**config.mk**
```make
export PLATFORM = sky130hd
export DESIGN_NAME = cluster_hpu_dispatcher
export DESIGN_NICKNAME = d
export VERILOG_FILES = /design/src/rtl/cluster_hpu_dispatcher_pkg.sv /design/src/rtl/cluster_hpu_dispatcher_free_picker.sv /design/src/rtl/cluster_hpu_dispatcher.sv
export SDC_FILE = /design/constraint.sdc
export NUM_CORES = 1
export LEC_CHECK = 0
export CAP_MARGIN = 20
export CORE_AREA = 2 2 312 314
export DETAILED_ROUTE_END_ITERATION = 8
export DIE_AREA = 0 0 314 316
export GPL_TIMING_DRIVEN = 0
export PLACE_DENSITY = 0.55
export SLEW_MARGIN = 20
export SYNTH_ARGS = -nofsm -noshare
export SYNTH_HDL_FRONTEND = slang
export SYNTH_SLANG_ARGS = --single-unit
```
**constraint.sdc**
```tcl
create_clock -name clk_i -period 7.55 [get_ports clk_i]
set_input_delay 1.51 -clock clk_i [delete_from_list [all_inputs] [get_ports clk_i]]
set_output_delay 1.51 -clock clk_i [all_outputs]
set_load 0.005 [all_outputs]
```
**src/rtl/cluster_hpu_dispatcher_pkg.sv**
```systemverilog
// Shared types and defaults for the per-cluster HPU task dispatcher.
package cluster_hpu_dispatcher_pkg;

  localparam int unsigned NUM_HPUS_PER_CLUSTER = 8;

  typedef struct packed {
    logic [15:0] msgid;
    logic [31:0] handler_addr;
    logic [31:0] pkt_addr;
    logic [15:0] pkt_size;
  } handler_task_t;

  typedef struct packed {
    logic [15:0] msgid;
    logic [31:0] pkt_addr;
    logic [15:0] pkt_size;
  } feedback_descr_t;

endpackage

```
**src/rtl/cluster_hpu_dispatcher_free_picker.sv**
```systemverilog
// Round-robin first-free search: returns the first clear bit of busy_i at or after ptr_i, with wrap.
module cluster_hpu_dispatcher_free_picker
  import cluster_hpu_dispatcher_pkg::*;
#(
  parameter  int unsigned NUM_HPUS = NUM_HPUS_PER_CLUSTER,
  localparam int unsigned PTR_W    = $clog2(NUM_HPUS)
) (
  input  logic [NUM_HPUS-1:0] busy_i,
  input  logic [PTR_W-1:0]    ptr_i,
  output logic [NUM_HPUS-1:0] sel_o,
  output logic [PTR_W-1:0]    idx_o,
  output logic                any_free_o
);

  logic [PTR_W-1:0] cand;

  always_comb begin
    sel_o      = '0;
    idx_o      = '0;
    any_free_o = 1'b0;
    cand       = '0;
    // NUM_HPUS is a power of two, so the pointer addition wraps naturally.
    for (int unsigned k = 0; k < NUM_HPUS; k++) begin
      cand = ptr_i + PTR_W'(k);
      if (!any_free_o && !busy_i[cand]) begin
        any_free_o  = 1'b1;
        idx_o       = cand;
        sel_o[cand] = 1'b1;
      end
    end
  end

endmodule

```
**src/rtl/cluster_hpu_dispatcher.sv**
```systemverilog
// Per-cluster dispatcher: assigns scheduler tasks to free HPUs round-robin and
// returns HPU completions upstream through a small feedback FIFO.
module cluster_hpu_dispatcher
  import cluster_hpu_dispatcher_pkg::*;
#(
  parameter  int unsigned NUM_HPUS      = NUM_HPUS_PER_CLUSTER,
  parameter  int unsigned FB_FIFO_DEPTH = 4,
  localparam int unsigned CNT_W         = $clog2(NUM_HPUS) + 1
) (
  input  logic                           clk_i,
  input  logic                           rst_i,
  input  logic                           task_valid_i,
  output logic                           task_ready_o,
  input  handler_task_t                  task_descr_i,
  output logic [NUM_HPUS-1:0]            hpu_task_valid_o,
  input  logic [NUM_HPUS-1:0]            hpu_task_ready_i,
  output handler_task_t                  hpu_task_o,
  input  logic [NUM_HPUS-1:0]            hpu_done_valid_i,
  output logic [NUM_HPUS-1:0]            hpu_done_ready_o,
  input  feedback_descr_t [NUM_HPUS-1:0] hpu_done_i,
  output logic                           feedback_valid_o,
  input  logic                           feedback_ready_i,
  output feedback_descr_t                feedback_o,
  output logic [CNT_W-1:0]               busy_count_o
);

  localparam int unsigned PTR_W   = $clog2(NUM_HPUS);
  localparam int unsigned FPTR_W  = $clog2(FB_FIFO_DEPTH);
  localparam int unsigned FCNT_W  = FPTR_W + 1;

  logic [NUM_HPUS-1:0] busy_q, busy_d;
  logic [CNT_W-1:0]    busy_cnt_q, busy_cnt_d;
  logic [PTR_W-1:0]    rr_ptr_q;
  logic                out_valid_q;
  logic [NUM_HPUS-1:0] out_sel_q;
  handler_task_t       out_task_q;

  logic [PTR_W-1:0]    arb_ptr_q;
  logic                lock_q;
  logic [PTR_W-1:0]    lock_idx_q;

  feedback_descr_t     fb_mem_q [FB_FIFO_DEPTH];
  logic [FPTR_W-1:0]   wr_ptr_q, rd_ptr_q;
  logic [FCNT_W-1:0]   fifo_cnt_q;

  logic [NUM_HPUS-1:0] pick_sel;
  logic [PTR_W-1:0]    pick_idx;
  logic                pick_any;
  logic [NUM_HPUS-1:0] arb_sel;
  logic [PTR_W-1:0]    arb_idx;
  logic                arb_any;

  logic                use_lock, grant_any;
  logic [PTR_W-1:0]    grant_idx;
  logic [NUM_HPUS-1:0] grant_sel;
  logic                fifo_full, fifo_empty;
  logic                task_hs, disp_hs, done_hs, fb_pop;

  cluster_hpu_dispatcher_free_picker #(.NUM_HPUS(NUM_HPUS)) i_task_picker (
    .busy_i     (busy_q),
    .ptr_i      (rr_ptr_q),
    .sel_o      (pick_sel),
    .idx_o      (pick_idx),
    .any_free_o (pick_any)
  );

  // The same search over inverted valids is a round-robin arbiter for completions.
  cluster_hpu_dispatcher_free_picker #(.NUM_HPUS(NUM_HPUS)) i_done_arb (
    .busy_i     (~hpu_done_valid_i),
    .ptr_i      (arb_ptr_q),
    .sel_o      (arb_sel),
    .idx_o      (arb_idx),
    .any_free_o (arb_any)
  );

  assign fifo_full  = (fifo_cnt_q == FCNT_W'(FB_FIFO_DEPTH));
  assign fifo_empty = (fifo_cnt_q == '0);

  // A stalled grant stays locked so the HPU that was offered first is served first.
  assign use_lock  = lock_q && hpu_done_valid_i[lock_idx_q];
  assign grant_idx = use_lock ? lock_idx_q : arb_idx;
  assign grant_any = use_lock || arb_any;

  always_comb begin
    grant_sel = arb_sel;
    if (use_lock) begin
      grant_sel             = '0;
      grant_sel[lock_idx_q] = 1'b1;
    end
  end

  assign task_ready_o     = !rst_i && pick_any && !out_valid_q;
  assign task_hs          = task_valid_i && task_ready_o;
  assign disp_hs          = out_valid_q && |(out_sel_q & hpu_task_ready_i);
  assign hpu_task_valid_o = (out_valid_q && !rst_i) ? out_sel_q : '0;
  assign hpu_task_o       = out_task_q;

  assign done_hs          = grant_any && !fifo_full && !rst_i;
  assign hpu_done_ready_o = done_hs ? grant_sel : '0;

  assign feedback_valid_o = !fifo_empty && !rst_i;
  assign feedback_o       = fb_mem_q[rd_ptr_q];
  assign fb_pop           = feedback_valid_o && feedback_ready_i;
  assign busy_count_o     = busy_cnt_q;

  // Accept and completion never target the same HPU, so both updates can apply at once.
  always_comb begin
    busy_d = busy_q;
    if (task_hs) busy_d = busy_d | pick_sel;
    if (done_hs) busy_d[grant_idx] = 1'b0;
    busy_cnt_d = '0;
    for (int unsigned i = 0; i < NUM_HPUS; i++) begin
      busy_cnt_d = busy_cnt_d + CNT_W'(busy_d[i]);
    end
  end

  always_ff @(posedge clk_i) begin
    if (rst_i) begin
      busy_q      <= '0;
      busy_cnt_q  <= '0;
      rr_ptr_q    <= '0;
      out_valid_q <= 1'b0;
      out_sel_q   <= '0;
      out_task_q  <= '0;
      arb_ptr_q   <= '0;
      lock_q      <= 1'b0;
      lock_idx_q  <= '0;
      wr_ptr_q    <= '0;
      rd_ptr_q    <= '0;
      fifo_cnt_q  <= '0;
    end else begin
      busy_q     <= busy_d;
      busy_cnt_q <= busy_cnt_d;

      if (task_hs) begin
        rr_ptr_q    <= pick_idx + PTR_W'(1);
        out_valid_q <= 1'b1;
        out_sel_q   <= pick_sel;
        out_task_q  <= task_descr_i;
      end else if (disp_hs) begin
        out_valid_q <= 1'b0;
      end

      if (done_hs) begin
        arb_ptr_q <= grant_idx + PTR_W'(1);
        lock_q    <= 1'b0;
      end else if (grant_any) begin
        lock_q     <= 1'b1;
        lock_idx_q <= grant_idx;
      end else begin
        lock_q <= 1'b0;
      end

      if (done_hs) begin
        wr_ptr_q <= (wr_ptr_q == FPTR_W'(FB_FIFO_DEPTH - 1)) ? '0 : wr_ptr_q + FPTR_W'(1);
      end
      if (fb_pop) begin
        rd_ptr_q <= (rd_ptr_q == FPTR_W'(FB_FIFO_DEPTH - 1)) ? '0 : rd_ptr_q + FPTR_W'(1);
      end
      case ({done_hs, fb_pop})
        2'b10:   fifo_cnt_q <= fifo_cnt_q + FCNT_W'(1);
        2'b01:   fifo_cnt_q <= fifo_cnt_q - FCNT_W'(1);
        default: fifo_cnt_q <= fifo_cnt_q;
      endcase
    end
  end

  always_ff @(posedge clk_i) begin
    if (done_hs) fb_mem_q[wr_ptr_q] <= hpu_done_i[grant_idx];
  end

  // An HPU must only report completion for a task it was actually given.
  a_done_on_busy_only : assert property (@(posedge clk_i) disable iff (rst_i)
    ((hpu_done_valid_i & ~busy_q) == '0));

endmodule
```
=== Word-level counts from Yosys, hierarchy flattened ===
Memory sizes are Yosys's and may differ from the RTL's. A register that Yosys moved wholly into a read port is not among the register bits.
Index checks and enable logic that the tools add are counted.

* Register bits: 134
* Bits in writable memories: 256
* Input port bits: 628
* Output and inout bits: 182
* Memories kept: 1

* Add/sub/neg operators: 27
* $lt $le $gt $ge: 36
* Equality and inequality tests: 5
* Muxes and demuxes: 136
* Bitwise operators: 20
* Reduce and logical (&&, ||, !) cells: 79

{| class="wikitable"
|+ Memories
! memory !! words !! bits a word !! rd ports !! clocked after memory_dff !! wr ports !! RTL line !! source
|-
| fb_mem_q || 4 || 64 || 1 || 1 || 1 || cluster_hpu_dispatcher.sv:42 || <nowiki>feedback_descr_t fb_mem_q [FB_FIFO_DEPTH];</nowiki>
|}

{| class="wikitable"
|+ Operator list
! kind !! number
|-
| binary-select mux 64 bit (select 3 bit) || 1
|-
| two-way mux 8 bit || 21
|-
| OR 8 bit || 15
|-
| < comparator 3 x 4 -> 1 bit (second input constant) || 18
|-
| two-way mux 64 bit || 1
|-
| two-way mux 1 bit || 56
|-
| demux 1 bit (select 3 bit) || 18
|-
| greater-or-equal comparator 3 x 1 -> 1 bit (second input constant) || 18
|-
| binary-select mux 1 bit (select 3 bit) || 17
|-
| two-way mux 3 bit || 17
|-
| logical AND 1 bit || 42
|-
| logical NOT 1 bit || 30
|-
| adder 3 bit (second input constant) || 8
|-
| adder 4 x 1 -> 4 bit || 4
|-
| bitwise AND 8 bit || 2
|-
| NOT 8 bit || 2
|-
| adder 3 x 1 -> 3 bit (second input constant) || 5
|-
| adder 3 x 2 -> 3 bit (second input constant) || 4
|-
| two-way mux 2 bit || 4
|-
| OR reduction 8 bit || 1
|-
| == test 2 bit (second input constant) || 3
|-
| one-hot mux 3 bit (2 select lines) || 1
|-
| adder 2 x 1 -> 2 bit (second input constant) || 2
|-
| adder 3 x 1 -> 4 bit || 1
|-
| other kinds (11) || 12
|}

=== Logic depth before layout (Yosys ltp) ===
* Depth in word-level cells: 39
* Depth in mapped cells: 29

=== By module ===
A second synthesis with hierarchy kept.

* Cells, all modules: 2162
* Area, all modules: 22653.0 um^2

{| class="wikitable"
|+ Modules (own cells, without submodules)
! module !! times used !! cells each !! area an instance (um^2) !! seq. area each (um^2)
|-
| cluster_hpu_dispatcher || 1 || 1881 || 20153.1 || 10410.0
|-
| cluster_hpu_dispatcher_free_picker (i_task_picker) || 1 || 140 || 1313.8 || 0.0
|-
| cluster_hpu_dispatcher_free_picker (i_done_arb) || 1 || 141 || 1186.1 || 0.0
|}

=== Least setup slack after synthesis ===
No wires, ideal clock.

* Path type: input-to-reg
* Start point: in hpu_done_valid_i[2]
* End point: reg busy_cnt_q[2], in the netlist busy_count_o[2]
* Library setup time: 128 ps
* Arrival time: 6799 ps
* Path slack: 623 ps
* Stages: 25
* Path buffers: 4
* Cells stage by stage: clkbuf_1 -> mux2i_1 -> mux4_2 -> a32o_2 -> and4_1 -> buf_6 -> o31a_1 -> or4b_1 -> o311ai_1 -> buf_6 -> buf_12 -> inv_2 -> and2_1 -> a21o_1 -> fa_1 -> inv_1 -> fa_1 -> inv_1 -> fa_1 -> inv_1 -> ha_1 -> inv_1 -> fa_1 -> xor2_1 -> nor2_1

* Word-level cells in the longest chain between the ends: 39
* Elaborated cells between the ends (all ways): 75
* Classes of those cells: 7 x add/sub; 2 x order compare; 38 x mux; 3 x bitwise; 25 x reduce/logical

{| class="wikitable"
|+ RTL lines
! item !! RTL line !! source
|-
| start: declaration || cluster_hpu_dispatcher.sv:18 || <nowiki>input logic [NUM_HPUS-1:0] hpu_done_valid_i,</nowiki>
|-
| NOT 8 bit || cluster_hpu_dispatcher.sv:69 || <nowiki>.busy_i (~hpu_done_valid_i),</nowiki>
|-
| binary-select mux 1 bit (select 3 bit) || cluster_hpu_dispatcher_free_picker.sv:25 || <nowiki>if (!any_free_o && !busy_i[cand]) begin</nowiki>
|-
| two-way mux 1 bit (not written as such) || cluster_hpu_dispatcher_free_picker.sv:25 ||
|-
| logical NOT 1 bit || cluster_hpu_dispatcher_free_picker.sv:25 ||
|-
| logical AND 1 bit || cluster_hpu_dispatcher_free_picker.sv:25 ||
|-
| two-way mux 1 bit || cluster_hpu_dispatcher_free_picker.sv:25 ||
|-
| logical NOT 1 bit || cluster_hpu_dispatcher_free_picker.sv:25 ||
|-
| logical AND 1 bit || cluster_hpu_dispatcher_free_picker.sv:25 ||
|-
| [... 17 more ...] || -- ||
|-
| named net grant_idx[1] || cluster_hpu_dispatcher.sv:54 || <nowiki>logic [PTR_W-1:0] grant_idx;</nowiki>
|-
| [... 4 more ...] || -- ||
|-
| NOT 8 bit (no source line) * || -- ||
|-
| bitwise AND 8 bit (no source line) * || -- ||
|-
| two-way mux 8 bit * || cluster_hpu_dispatcher.sv:110 || <nowiki>if (done_hs) busy_d[grant_idx] = 1'b0;</nowiki>
|-
| adder 1 x 1 -> 2 bit || cluster_hpu_dispatcher.sv:113 || <nowiki>busy_cnt_d = busy_cnt_d + CNT_W'(busy_d[i]);</nowiki>
|-
| adder 2 x 1 -> 3 bit || cluster_hpu_dispatcher.sv:113 ||
|-
| adder 3 x 1 -> 4 bit || cluster_hpu_dispatcher.sv:113 ||
|-
| adder 4 x 1 -> 4 bit (3 in a row) || cluster_hpu_dispatcher.sv:113 ||
|-
| adder 4 x 1 -> 4 bit * || cluster_hpu_dispatcher.sv:113 ||
|-
| end signal: assignment || cluster_hpu_dispatcher.sv:133 || <nowiki>busy_cnt_q <= busy_cnt_d;</nowiki>
|-
| end: declaration || cluster_hpu_dispatcher.sv:32 || <nowiki>logic [CNT_W-1:0] busy_cnt_q, busy_cnt_d;</nowiki>
|}

The timed path passes the listed nets; every way through them passes the cells marked *. The select of a mux whose other input is x is not followed.
A chain may end at the register's enable or synchronous reset.

=== Final worst setup path ===
* Start point: in hpu_done_valid_i[0]
* End point: reg busy_cnt_q[2], in the netlist busy_count_o[2]

* Word-level cells in the longest chain between the ends: 39
* Elaborated cells between the ends (all ways): 75
* Classes of those cells: 7 x add/sub; 2 x order compare; 38 x mux; 3 x bitwise; 25 x reduce/logical

{| class="wikitable"
|+ RTL lines
! item !! RTL line
|-
| NOT 8 bit || cluster_hpu_dispatcher.sv:69
|-
| binary-select mux 1 bit (select 3 bit) || cluster_hpu_dispatcher_free_picker.sv:25
|-
| two-way mux 1 bit (not written as such) || cluster_hpu_dispatcher_free_picker.sv:25
|-
| logical NOT 1 bit || cluster_hpu_dispatcher_free_picker.sv:25
|-
| logical AND 1 bit || cluster_hpu_dispatcher_free_picker.sv:25
|-
| two-way mux 1 bit || cluster_hpu_dispatcher_free_picker.sv:25
|-
| logical NOT 1 bit || cluster_hpu_dispatcher_free_picker.sv:25
|-
| logical AND 1 bit || cluster_hpu_dispatcher_free_picker.sv:25
|-
| [... 21 more ...] || --
|-
| NOT 8 bit (no source line) || --
|-
| bitwise AND 8 bit (no source line) || --
|-
| two-way mux 8 bit * || cluster_hpu_dispatcher.sv:110
|-
| adder 1 x 1 -> 2 bit || cluster_hpu_dispatcher.sv:113
|-
| adder 2 x 1 -> 3 bit || cluster_hpu_dispatcher.sv:113
|-
| adder 3 x 1 -> 4 bit || cluster_hpu_dispatcher.sv:113
|-
| adder 4 x 1 -> 4 bit (3 in a row) || cluster_hpu_dispatcher.sv:113
|-
| adder 4 x 1 -> 4 bit * || cluster_hpu_dispatcher.sv:113
|}

Every way passes the cells marked *; elsewhere a longest branch is shown, timed or not. The select of a mux whose other input is x is not followed.

==> qor_table.md <==
| Item | Reported | Unit |
|:---|:---|:---|
| Area of the core region | 96,000 | sq um |
| Count of input and output buffers | 805 | - |
| Initial standard-cell utilization of the core | 23.5 | % |
| Cell Area, Placed | 32,400 | sq um |
| Number of CTS-inserted buffers | 48 | - |
| Number of antenna violations at the first check in global routing | 53 | - |
| IO Pins | 810 | - |
| Sort of element at the end of the critical path | register | - |
| DRT Wirelength | 111,000 | um |
| Worst setup endpoint | busy_count_o[2] | - |
| Startpoint type of the worst setup path | primary input | - |
| Number of hold violations in the final report | 0 | - |
| Post-CTS Hold Buffers | 0 | - |
| Cell type of the slowest stage on the worst timing path | sky130_fd_sc_hd__fa_1 | - |
| Post-synthesis instance area | 22,600 | sq um |
| Pin count of the biggest net entering global routing | 37 | - |
| Number of setup violations in the final report | 0 | - |
| Leakage component of the power | 0.0128 | uW |
| Proportion of netlist area held by the largest area contributor | 34.0 | % |
| Overall via count from detail_route | 19,000 | - |
| Post-detailed-route count of antenna-violating nets | 0 | - |
| Area growth syn-to-layout | 51.6 | % |
| Design area | 34,300 | sq um |
| Clock edge transition at the registers on the reported setup and hold paths | 0.06 | ns |
| Async set or reset register ratio after synthesis | 0 | % |
| Yosys warning total | 0 | - |
| Remaining global-route overflow | 0 | - |
| Post-synthesis register bit count | 392 | - |
| Startpoint of the worst-slack reg-to-reg timing path | arb_ptr_q[1] | - |
| Reg2reg path depth | 29 | - |
| Crit share post-route | 96.6 | % |
| Htree depth | 2 | - |
| Floorplan die height | 316 | um |
| Number of clock sinks | 392 | - |
| Headroom to the max-slew limit | 35.0 | % |
| Post-Route Hold Slack | 0.473 | ns |
| Synth cell count leaders | sky130_fd_sc_hd__mux2i_1, sky130_fd_sc_hd__edfxtp_1, sky130_fd_sc_hd__nand2_1 | - |
| VDD IR-drop max | 212 | uV |
| Count of buffer and inverter cells on the critical path | 10 | - |
| Hold crit path type | reg2reg | - |
| CTS tree | yes | - |
| First-pass GRT wire length | 149,000 | um |
| Share of the core filled with cells in the final layout | 35.7 | % |
| Status | completed | - |
| Clk Latency, worst-skew pair | 0.59 | ns |
| Routability cong. | 0.895 | - |
| Worst EP arrival | 7.74 | ns |
| Detailed-routing iteration count for the pre-antenna-repair pass | 5 | - |
| Detailed router's first-iteration violation count | 1,194 | - |
| Longest Clk Path Bufs | 3 | - |
| Post-synthesis sequential area ratio | 46.1 | % |
| Rows | 114 | - |
| DP HPWL | 90,100 | um |
| Start point of the critical path | hpu_done_valid_i[0] | - |
| Number of global-route vias before repair | 19,100 | - |
| Data required time of the worst path | 8.00 | ns |
| Measured slew at the worst slew-check pin | 0.975 | ns |
| Prevailing post-synth register cell | sky130_fd_sc_hd__edfxtp_1 | - |
| Cell type contributing the most total cell area after synthesis | sky130_fd_sc_hd__edfxtp_1 | - |
| Area of the die | 99,200 | sq um |
| Max Cap Viol | 0 | - |
| All-Layer GR Usage | 21.4 | % |
| Number of remaining DRC errors | 0 | - |
| Highest Clock Rate | 137 | MHz |
| Library cell used as clock root buffer | sky130_fd_sc_hd__clkbuf_16 | - |
| Minimum period implied by the final worst setup slack | 7.29 | ns |
| Largest cells by area after synthesis | sky130_fd_sc_hd__edfxtp_1, sky130_fd_sc_hd__mux2i_1, sky130_fd_sc_hd__dfxtp_1 | - |
| Ratio of cells with drive above 1 in the final layout | 12.5 | % |
| Reg-to-reg setup timing slack | 0.27 | ns |
| Number of enable flip-flop cells after synthesis | 256 | - |
| Worst Clk Skew | 0.0207 | ns |
| Routed vias/inst | 4.68 | - |
| Cell count after synthesis | 1,859 | - |
| Distinct cell type count of the synthesized netlist | 72 | - |
| Top cell family by delay on the critical path | buffers and inverters | - |
| Critical Path Fanout Max | 10 | - |
| Reg-to-reg endpoint | busy_count_o[2] | - |
| Avg Synthesized Cell Area | 12.2 | sq um |
| Setup TNS after final layout | 0 | ns |
| Category of the most critical setup path | in2reg | - |
| Power per cell area | 446 | nW/um^2 |
| Library cell with the highest instance count after synthesis | sky130_fd_sc_hd__mux2i_1 | - |
| Critical Path Max Stage Delay | 0.54 | ns |
| DIE WIDTH | 314 | um |
| Synthesized netlist net count | 2,515 | - |
| Final nets | 3,384 | - |
| Final Slew Violations | 0 | - |
| Post-DR wirelength/cell | 27.5 | um |
| Number of gates on the worst path with buffers counted | 25 | - |
per-layer routing:
| metal | GRT usage (%) | up-vias | routed length [um] |
|---|---|---|---|
| met5 | 0 | - | 208 |
| met4 | 4.13 | 34 | 2190 |
| met3 | 8.19 | 162 | 11000 |
| met2 | 37.5 | 779 | 55000 |
| met1 | 24.8 | 9258 | 43000 |
| li1 | - | 8757 | - |
how the worst min path moves through the flow:
stage	cells after the start	startpoint	slack (ns)	end
floorplan	2	out_sel_q[6]	0.44	out_sel_q[6]
global placement	2	hpu_task_o[66]	0.46	hpu_task_o[66]
detailed placement	2	hpu_task_o[66]	0.46	hpu_task_o[66]
CTS	2	hpu_task_o[66]	0.47	hpu_task_o[66]
global route	2	hpu_task_o[29]	0.49	hpu_task_o[29]
finish	2	hpu_task_o[14]	0.47	hpu_task_o[14]
per-stage QoR:
| stage | setup WS (ns) | cells | power [uW] |
|---|---|---|---|
| 2_1_floorplan | 0.623 | 1859 | 9400 |
| 3_3_place_gp | -2.24 | 3940 | 12900 |
| 3_5_place_dp | -1.17 | 3945 | 12900 |
| 4_1_cts | 0.0142 | 4036 | 15500 |
| 5_1_grt | -0.00203 | 4048 | 16100 |
| 6_report | 0.257 | 4055 | 15300 |
state kept, by name, indices dropped and copies added (netlist names), named ones only:
signal / count
wr_ptr_q: 2
fb_mem_q: 256
rr_ptr_q: 3
lock_q: 1
fifo_cnt_q: 3
busy_count_o: 4
out_valid_q: 1
lock_idx_q: 3
rd_ptr_q: 2
arb_ptr_q: 3
out_sel_q: 8
hpu_task_o: 96
busy_q: 8
layout make-up:
type                            count  area, sq um
Antenna cell                       11         27.5
Buffer                            139          816
Clock buffer                       58         1310
Clock inverter                     32          348
Fill cell                        9553        61700
Inverter                           32          128
Multi-Input combinational cell   1295        11400
Sequential cell                   392        10400
Tap cell                         1276         1600
Timing Repair Buffer              820         8260
power by group:
part / leakage (uW) / switching [uW] / internal (uW) / total (uW)
clock: 0.000815 / 978 / 1450 / 2430
sequential: 0.00347 / 152 / 3590 / 3740
combinational: 0.00856 / 4910 / 4200 / 9110
total: 0.0128 / 6040 / 9240 / 15300
repair_timing:
item | in CTS | in global routing
resized for setup | 16 | 25
endpoints found under the setup margin | 11 | 4
pin swaps | 0 | 3
endpoints found under the hold margin | 0 | 0
setup buffers | 2 | 8
placed cells by master, fill, tap and decap left out, types with 40 or more instances in the layout:
master and instances:
sky130_fd_sc_hd__clkdlybuf4s50_1 802, sky130_fd_sc_hd__mux2i_1 421, sky130_fd_sc_hd__edfxtp_1 256, sky130_fd_sc_hd__nand2_1 236, sky130_fd_sc_hd__dfxtp_1 135, sky130_fd_sc_hd__nand3b_1 99
sky130_fd_sc_hd__mux4_2 87, sky130_fd_sc_hd__nor2_1 63, sky130_fd_sc_hd__clkbuf_1 60, sky130_fd_sc_hd__clkbuf_16 50, sky130_fd_sc_hd__mux2_4 40
worst register-to-register path, delay by kind of cell (launching register included):
kind,cells,cell delay [ns]
compound gates,4,0.93
xor+xnor,1,0.17
fa+ha+maj,6,2.37
buf+inv,12,1.65
flops,1,0.41
mux,2,0.65
simple gates,4,0.98
logic make-up after synthesis:
group,Yosys count,share of synthesized area (%)
DFF,392,46.1
adders and majority gates,28,1.72
muxes,582,31.7
and+or+nand+nor,493,10.8
xor gates and xnor gates,12,0.465
AOI/OAI and AO/OA,180,5.32
buffers and inverters,172,3.88
No activity file was read; power rests on OpenSTA's default activity.
